**src/rtl/lcd_ctrl.sv**
```systemverilog
// HD44780-style character LCD controller: request FIFO, power-on init sequence,
// and write-only panel bus timing (setup, enable pulse, hold, execution wait).
module lcd_ctrl #(
    parameter int DEPTH  = 4,
    parameter int T_PWR  = 750000,
    parameter int T_SU   = 3,
    parameter int T_EN   = 15,
    parameter int T_H    = 3,
    parameter int T_EXEC = 2500,
    parameter int T_CLR  = 100000
) (
    input  logic       clk_i,
    input  logic       rst_ni,
    input  logic       req_valid_i,
    input  logic       req_rs_i,
    input  logic [7:0] req_data_i,
    output logic       req_ready_o,
    output logic       init_done_o,
    output logic       busy_o,
    output logic       lcd_on_o,
    output logic       lcd_rs_o,
    output logic       lcd_rw_o,
    output logic       lcd_en_o,
    output logic [7:0] lcd_data_o
);

    localparam int AW    = $clog2(DEPTH);
    localparam int PW    = AW + 1;
    localparam int T_MAX = (T_PWR > T_CLR) ? T_PWR : T_CLR;
    localparam int CW    = $clog2(T_MAX + 1);

    localparam logic [CW-1:0] LD_PWR  = CW'(T_PWR - 1);
    localparam logic [CW-1:0] LD_SU   = CW'(T_SU - 1);
    localparam logic [CW-1:0] LD_EN   = CW'(T_EN - 1);
    localparam logic [CW-1:0] LD_H    = CW'(T_H - 1);
    localparam logic [CW-1:0] LD_EXEC = CW'(T_EXEC - 1);
    localparam logic [CW-1:0] LD_CLR  = CW'(T_CLR - 1);

    typedef enum logic [2:0] {
        PWR_WAIT, INIT, SETUP, EN_HI, HOLD, EXEC, IDLE
    } state_t;

    function automatic logic [7:0] init_byte(input logic [2:0] idx);
        case (idx)
            3'd0, 3'd1, 3'd2: init_byte = 8'h38;
            3'd3:             init_byte = 8'h0C;
            3'd4:             init_byte = 8'h01;
            default:          init_byte = 8'h06;
        endcase
    endfunction

    // Clear display / return home need the long execution wait.
    function automatic logic is_clr(input logic rs, input logic [7:0] d);
        is_clr = !rs && (d == 8'h01 || d == 8'h02 || d == 8'h03);
    endfunction

    logic [PW-1:0] wr_ptr, rd_ptr;
    logic [8:0]    mem [DEPTH];
    logic          full, empty, push, pop;
    logic [8:0]    head;

    state_t        state;
    logic [CW-1:0] cnt;
    logic          cnt_done;
    logic [2:0]    rom_idx;
    logic          stg_vld, stg_rs;
    logic [7:0]    stg_data;

    assign full     = (wr_ptr[AW] != rd_ptr[AW]) && (wr_ptr[AW-1:0] == rd_ptr[AW-1:0]);
    assign empty    = (wr_ptr == rd_ptr);
    assign push     = req_valid_i && !full;
    assign head     = mem[rd_ptr[AW-1:0]];
    assign cnt_done = (cnt == '0);

    assign req_ready_o = !full;
    assign busy_o      = (state != IDLE) || !empty || stg_vld;
    assign lcd_on_o    = 1'b1;
    assign lcd_rw_o    = 1'b0;

    // From IDLE the head is staged first; after an EXEC it loads straight onto the bus.
    always_comb begin
        pop = 1'b0;
        if (!empty) begin
            if (state == IDLE && !stg_vld)
                pop = 1'b1;
            else if (state == EXEC && cnt_done && init_done_o)
                pop = 1'b1;
        end
    end

    always_ff @(posedge clk_i) begin
        if (push)
            mem[wr_ptr[AW-1:0]] <= {req_rs_i, req_data_i};
    end

    always_ff @(posedge clk_i or negedge rst_ni) begin
        if (!rst_ni) begin
            wr_ptr <= '0;
            rd_ptr <= '0;
        end else begin
            if (push) wr_ptr <= wr_ptr + PW'(1);
            if (pop)  rd_ptr <= rd_ptr + PW'(1);
        end
    end

    always_ff @(posedge clk_i or negedge rst_ni) begin
        if (!rst_ni) begin
            state       <= PWR_WAIT;
            cnt         <= LD_PWR;
            rom_idx     <= 3'd0;
            init_done_o <= 1'b0;
            lcd_en_o    <= 1'b0;
            lcd_rs_o    <= 1'b0;
            lcd_data_o  <= 8'h00;
            stg_vld     <= 1'b0;
            stg_rs      <= 1'b0;
            stg_data    <= 8'h00;
        end else begin
            case (state)
                PWR_WAIT: begin
                    if (cnt_done) begin
                        state <= INIT;
                        cnt   <= '0;
                    end else begin
                        cnt <= cnt - CW'(1);
                    end
                end
                INIT: begin
                    lcd_rs_o   <= 1'b0;
                    lcd_data_o <= init_byte(rom_idx);
                    state      <= SETUP;
                    cnt        <= LD_SU;
                end
                SETUP: begin
                    if (cnt_done) begin
                        state    <= EN_HI;
                        lcd_en_o <= 1'b1;
                        cnt      <= LD_EN;
                    end else begin
                        cnt <= cnt - CW'(1);
                    end
                end
                EN_HI: begin
                    if (cnt_done) begin
                        state    <= HOLD;
                        lcd_en_o <= 1'b0;
                        cnt      <= LD_H;
                    end else begin
                        cnt <= cnt - CW'(1);
                    end
                end
                HOLD: begin
                    if (cnt_done) begin
                        state <= EXEC;
                        cnt   <= is_clr(lcd_rs_o, lcd_data_o) ? LD_CLR : LD_EXEC;
                    end else begin
                        cnt <= cnt - CW'(1);
                    end
                end
                EXEC: begin
                    if (!cnt_done) begin
                        cnt <= cnt - CW'(1);
                    end else if (!init_done_o) begin
                        if (rom_idx == 3'd5) begin
                            init_done_o <= 1'b1;
                            state       <= IDLE;
                            cnt         <= '0;
                        end else begin
                            rom_idx    <= rom_idx + 3'd1;
                            lcd_rs_o   <= 1'b0;
                            lcd_data_o <= init_byte(rom_idx + 3'd1);
                            state      <= SETUP;
                            cnt        <= LD_SU;
                        end
                    end else if (pop) begin
                        {lcd_rs_o, lcd_data_o} <= head;
                        state <= SETUP;
                        cnt   <= LD_SU;
                    end else begin
                        state <= IDLE;
                        cnt   <= '0;
                    end
                end
                IDLE: begin
                    if (stg_vld) begin
                        lcd_rs_o   <= stg_rs;
                        lcd_data_o <= stg_data;
                        stg_vld    <= 1'b0;
                        state      <= SETUP;
                        cnt        <= LD_SU;
                    end else if (pop) begin
                        {stg_rs, stg_data} <= head;
                        stg_vld <= 1'b1;
                    end
                end
                default: begin
                    state <= PWR_WAIT;
                    cnt   <= LD_PWR;
                end
            endcase
        end
    end

endmodule
```
**config.mk**
```make
export PLATFORM = sky130hd
export DESIGN_NAME = lcd_ctrl
export DESIGN_NICKNAME = d
export VERILOG_FILES = /design/src/rtl/lcd_ctrl.sv
export SDC_FILE = /design/constraint.sdc
export NUM_CORES = 1
export LEC_CHECK = 0
export ABC_CLOCK_PERIOD_IN_PS = 2400
export CAP_MARGIN = 20
export CORE_MARGIN = 4
export CORE_UTILIZATION = 43
export DETAILED_ROUTE_END_ITERATION = 8
export GPL_ROUTABILITY_DRIVEN = 0
export GPL_TIMING_DRIVEN = 0
export HOLD_SLACK_MARGIN = 0.12
export PLACE_DENSITY = 0.72
export SETUP_SLACK_MARGIN = 0.4
export SLEW_MARGIN = 40
export SYNTH_ARGS = -nofsm -noshare
export SYNTH_HDL_FRONTEND = slang
export SYNTH_SLANG_ARGS = --single-unit
```
**constraint.sdc**
```tcl
create_clock -name clk_i -period 2.4 [get_ports clk_i]
set_input_delay 0.36 -clock clk_i [delete_from_list [all_inputs] [get_ports clk_i]]
set_output_delay 0.36 -clock clk_i [all_outputs]
set_load 0.01 [all_outputs]
```
==> impl_metrics.toml <==
[yosys]
synthTopCellsByArea = "edfxtp_1, dfrtp_1, dfstp_2"
yosysSeqAreaShare_pct = 52.9
syn-instance-count = 394
synth_top_cell_area_share_pct = 23.6
synth_cell_types = 65
syn_nets = 420
ys.warnings.count = 0
synthArstFlopShare_pct = 59.6
ys_ff_latch = 89
avgSynthCellArea_um2 = 11.6
synth_flop_cell = "dfrtp_1"
synth_enable_flop_cells = 36
synth_top_cell_by_area = "edfxtp_1"
netlist_area_mm2 = 0.00458

[setup_path]
crit_top_cell = "buf_6"
critPathRequiredTime_ns = 2.67
crit_arrival_ns = 2.47
critical_path_class = "register to register"
crit_chain = "nor4_4 > buf_4 > nand4_4 > buf_6 > buf_6 > o21ai_4 > buf_12 > a31oi_1 > o21ai_0 > o311ai_2"
startpoint_type = "register"
worst-path-max-fanout = 6
max_stage_delay_ns = 0.42
end_kind = "register"
cp_slowest_cell = "dfstp_2"

[die]
initial_core_util_pct = 44.2
io_pins = 27
die_w_um = 111
die_area_mm2 = 0.0124
rows = 37
fp.dieH_um = 111
coreArea_mm2 = 0.0104

[worst_hold_path]
hold_class = "input port to async pin"

[clocking]
clock-sinks = 89
htreeDepth = 3
clockBufferDepth = 2
clk_pin_slew_ns = 0.10
root_buffer = "clkbuf_8"
cts_tree = "yes"
clk_latency_ns = 0.37
cts_buffers = 9

[timing]
fin_worst_skew_ns = 0.0154
rsz0062_at_grt = "yes"
final_max_slew_viol_count = 0
finalCritPeriodShare_pct = 91.6
finalSetupViolCount = 0
fin_crit_ns = 2.20
final_hold_viol_count = 0
fmax_ghz = 0.455
tightest_slew_ns = 0.682
final.hold.worst_slack_ns = 0.387
relSlewSlack_pct = 54.5

[drt]
dr.pass1.iters = 5
drc = 0
drt_iter0_markers = 285
wl_per_cell_um = 17.3
finalWirelength_um = 10500
routed-via-count = 3494
drtAntennaViolNets = 0
via_per_inst = 5.75

[global_route]
first_global_vias = 3509
use_met2_pct = 29.3
grt_pass1_wl_um = 17000
top_usage_layer = "met2"
grt_overflow_total = 0
use_met3_pct = 3.93
grt_start_max_net_pins = 38
antenna_found_initial = 0
grt_usage_pct = 16.8
grt_use_met1_pct = 19.8

[finish]
utilization_pct = 55.5
num-nets-final = 493
syn_to_final_growth_pct = 25.6
seq_area_mm2 = 0.00243
diodes = 0
nFillCells = 866
drive_gt1_share_pct = 32.4
multi_input_area_mm2 = 0.00224

[outcome]
outcome = "complete, no violations"

[flow_run]
cap_viol_max_count = 0

[pwr]
power.leakage_nw = 2.22
p_per_area_mw_per_mm2 = 574
vdd.ir_drop.worst_mv = 0.513

[place]
portBuffers = 24
dpl.hpwl_um = 6860
## logic make-up (layout without fill, tap and decap cells)
kind of cell | Yosys count | count (layout) | share of synthesized area (%)
buffers and inverters | 30 | 107 | 2.73
and+or+nand+nor | 117 | 118 | 14.8
other | 2 | 2 | 0.164
DFF | 89 | 89 | 52.9
adders and majority gates | 14 | 14 | 3.82
AOI/OAI and AO/OA | 102 | 102 | 14.1
xor gates and xnor gates | 10 | 10 | 1.91
muxes | 30 | 30 | 9.56
## worst paths after layout
kind,slack (ns),cells past startpoint,from,endpoint
max,0.20,10,cnt[3],cnt[17]
max in group asynchronous,1.48,3,rst_ni,cnt[8]
max reg2reg,0.20,10,cnt[3],cnt[17]
min reg2reg,0.50,2,lcd_en_o,lcd_en_o
min,0.39,2,rst_ni,cnt[18]
min in group clk_i,0.50,2,lcd_en_o,lcd_en_o
## registers in the layout, indices dropped and copies added (netlist names), 3 cells and up
name        cells
mem            36
cnt            20
lcd_data_o      8
stg_data        8
rd_ptr          3
rom_idx         3
state           3
wr_ptr          3
## critical path, delay by kind of cell (launching register included)
family,cells,cell delay [ns]
compound gates,4,0.69
buf+inv,4,0.59
flops,1,0.42
simple gates,2,0.41
## metal layers
layer  share of wire (%)  routed length (um)
met2                  52                5470
met3                 5.4                 565
met4                 1.7                 184
met5                   0                   0
met1                  41                4300
## Yosys cell counts, types with 5 or more instances
library cell and n:
a21oi_1 27, a22o_1 5, and2_1 6, and3_1 5
clkbuf_1 10, dfrtp_1 40, dfstp_2 13, edfxtp_1 36
ha_1 14, inv_1 13, mux2_2 20, mux4_2 9
nand2_1 26, nand2b_1 7, nand3_1 16, nor2_1 17
nor3_1 10, nor4_1 5, o211ai_1 8, o21ai_0 31
xnor2_1 8
## cell usage in the layout (no fill, tap or decap), drive strengths merged, types with 8 or more instances in the layout
master / instances
buf: 43
dfrtp: 40
edfxtp: 36
o21ai: 33
a21oi: 27
nand2: 27
clkdlybuf4s50: 21
mux2: 20
clkbuf: 20
nor2: 19
nand3: 18
inv: 16
ha: 14
dfstp: 13
nor3: 11
mux4: 9
o211ai: 8
xnor2: 8
## cell type report
cell class                 count  area share [%]
sequential                    89            42.2
clock buffer                   9            2.15
multi-input combinational    276            38.9
tap                          136            2.96
timing repair buffer          61            9.48
clock inverter                 7            1.65
buffer                        16            1.74
inverter                      14           0.913
## through the flow
step | area (um2) | instances | total power, mW | setup TNS [ns] | setup slack [ns]
floorplan | 4600 | 394 | 2.02 | 0 | 0.360
global placement | 5010 | 554 | 2.14 | -26.66 | -0.615
detailed placement | 5040 | 555 | 2.17 | -0.00931 | -0.00931
CTS | 5550 | 593 | 3.30 | 0 | 0.232
global route | 5760 | 608 | 3.44 | 0 | 0.0898
finish | 5760 | 608 | 3.30 | 0 | 0.203
## power breakdown
group	leakage (nW)	switching, mW	internal (mW)
sequential	0.980	0.0488	1.75
combinational	1.13	0.225	0.166
clock	0.111	0.604	0.512
total	2.22	0.878	2.43
## repair_timing
action	CTS	global route
hold buffers	1	0
resized for setup	35	31
buffers inserted	21	13
endpoints found under the hold margin	16	0
cloned	0	2
endpoints found under the setup margin	49	43
pin swaps	15	13
No activity file was read; power rests on OpenSTA's default activity.
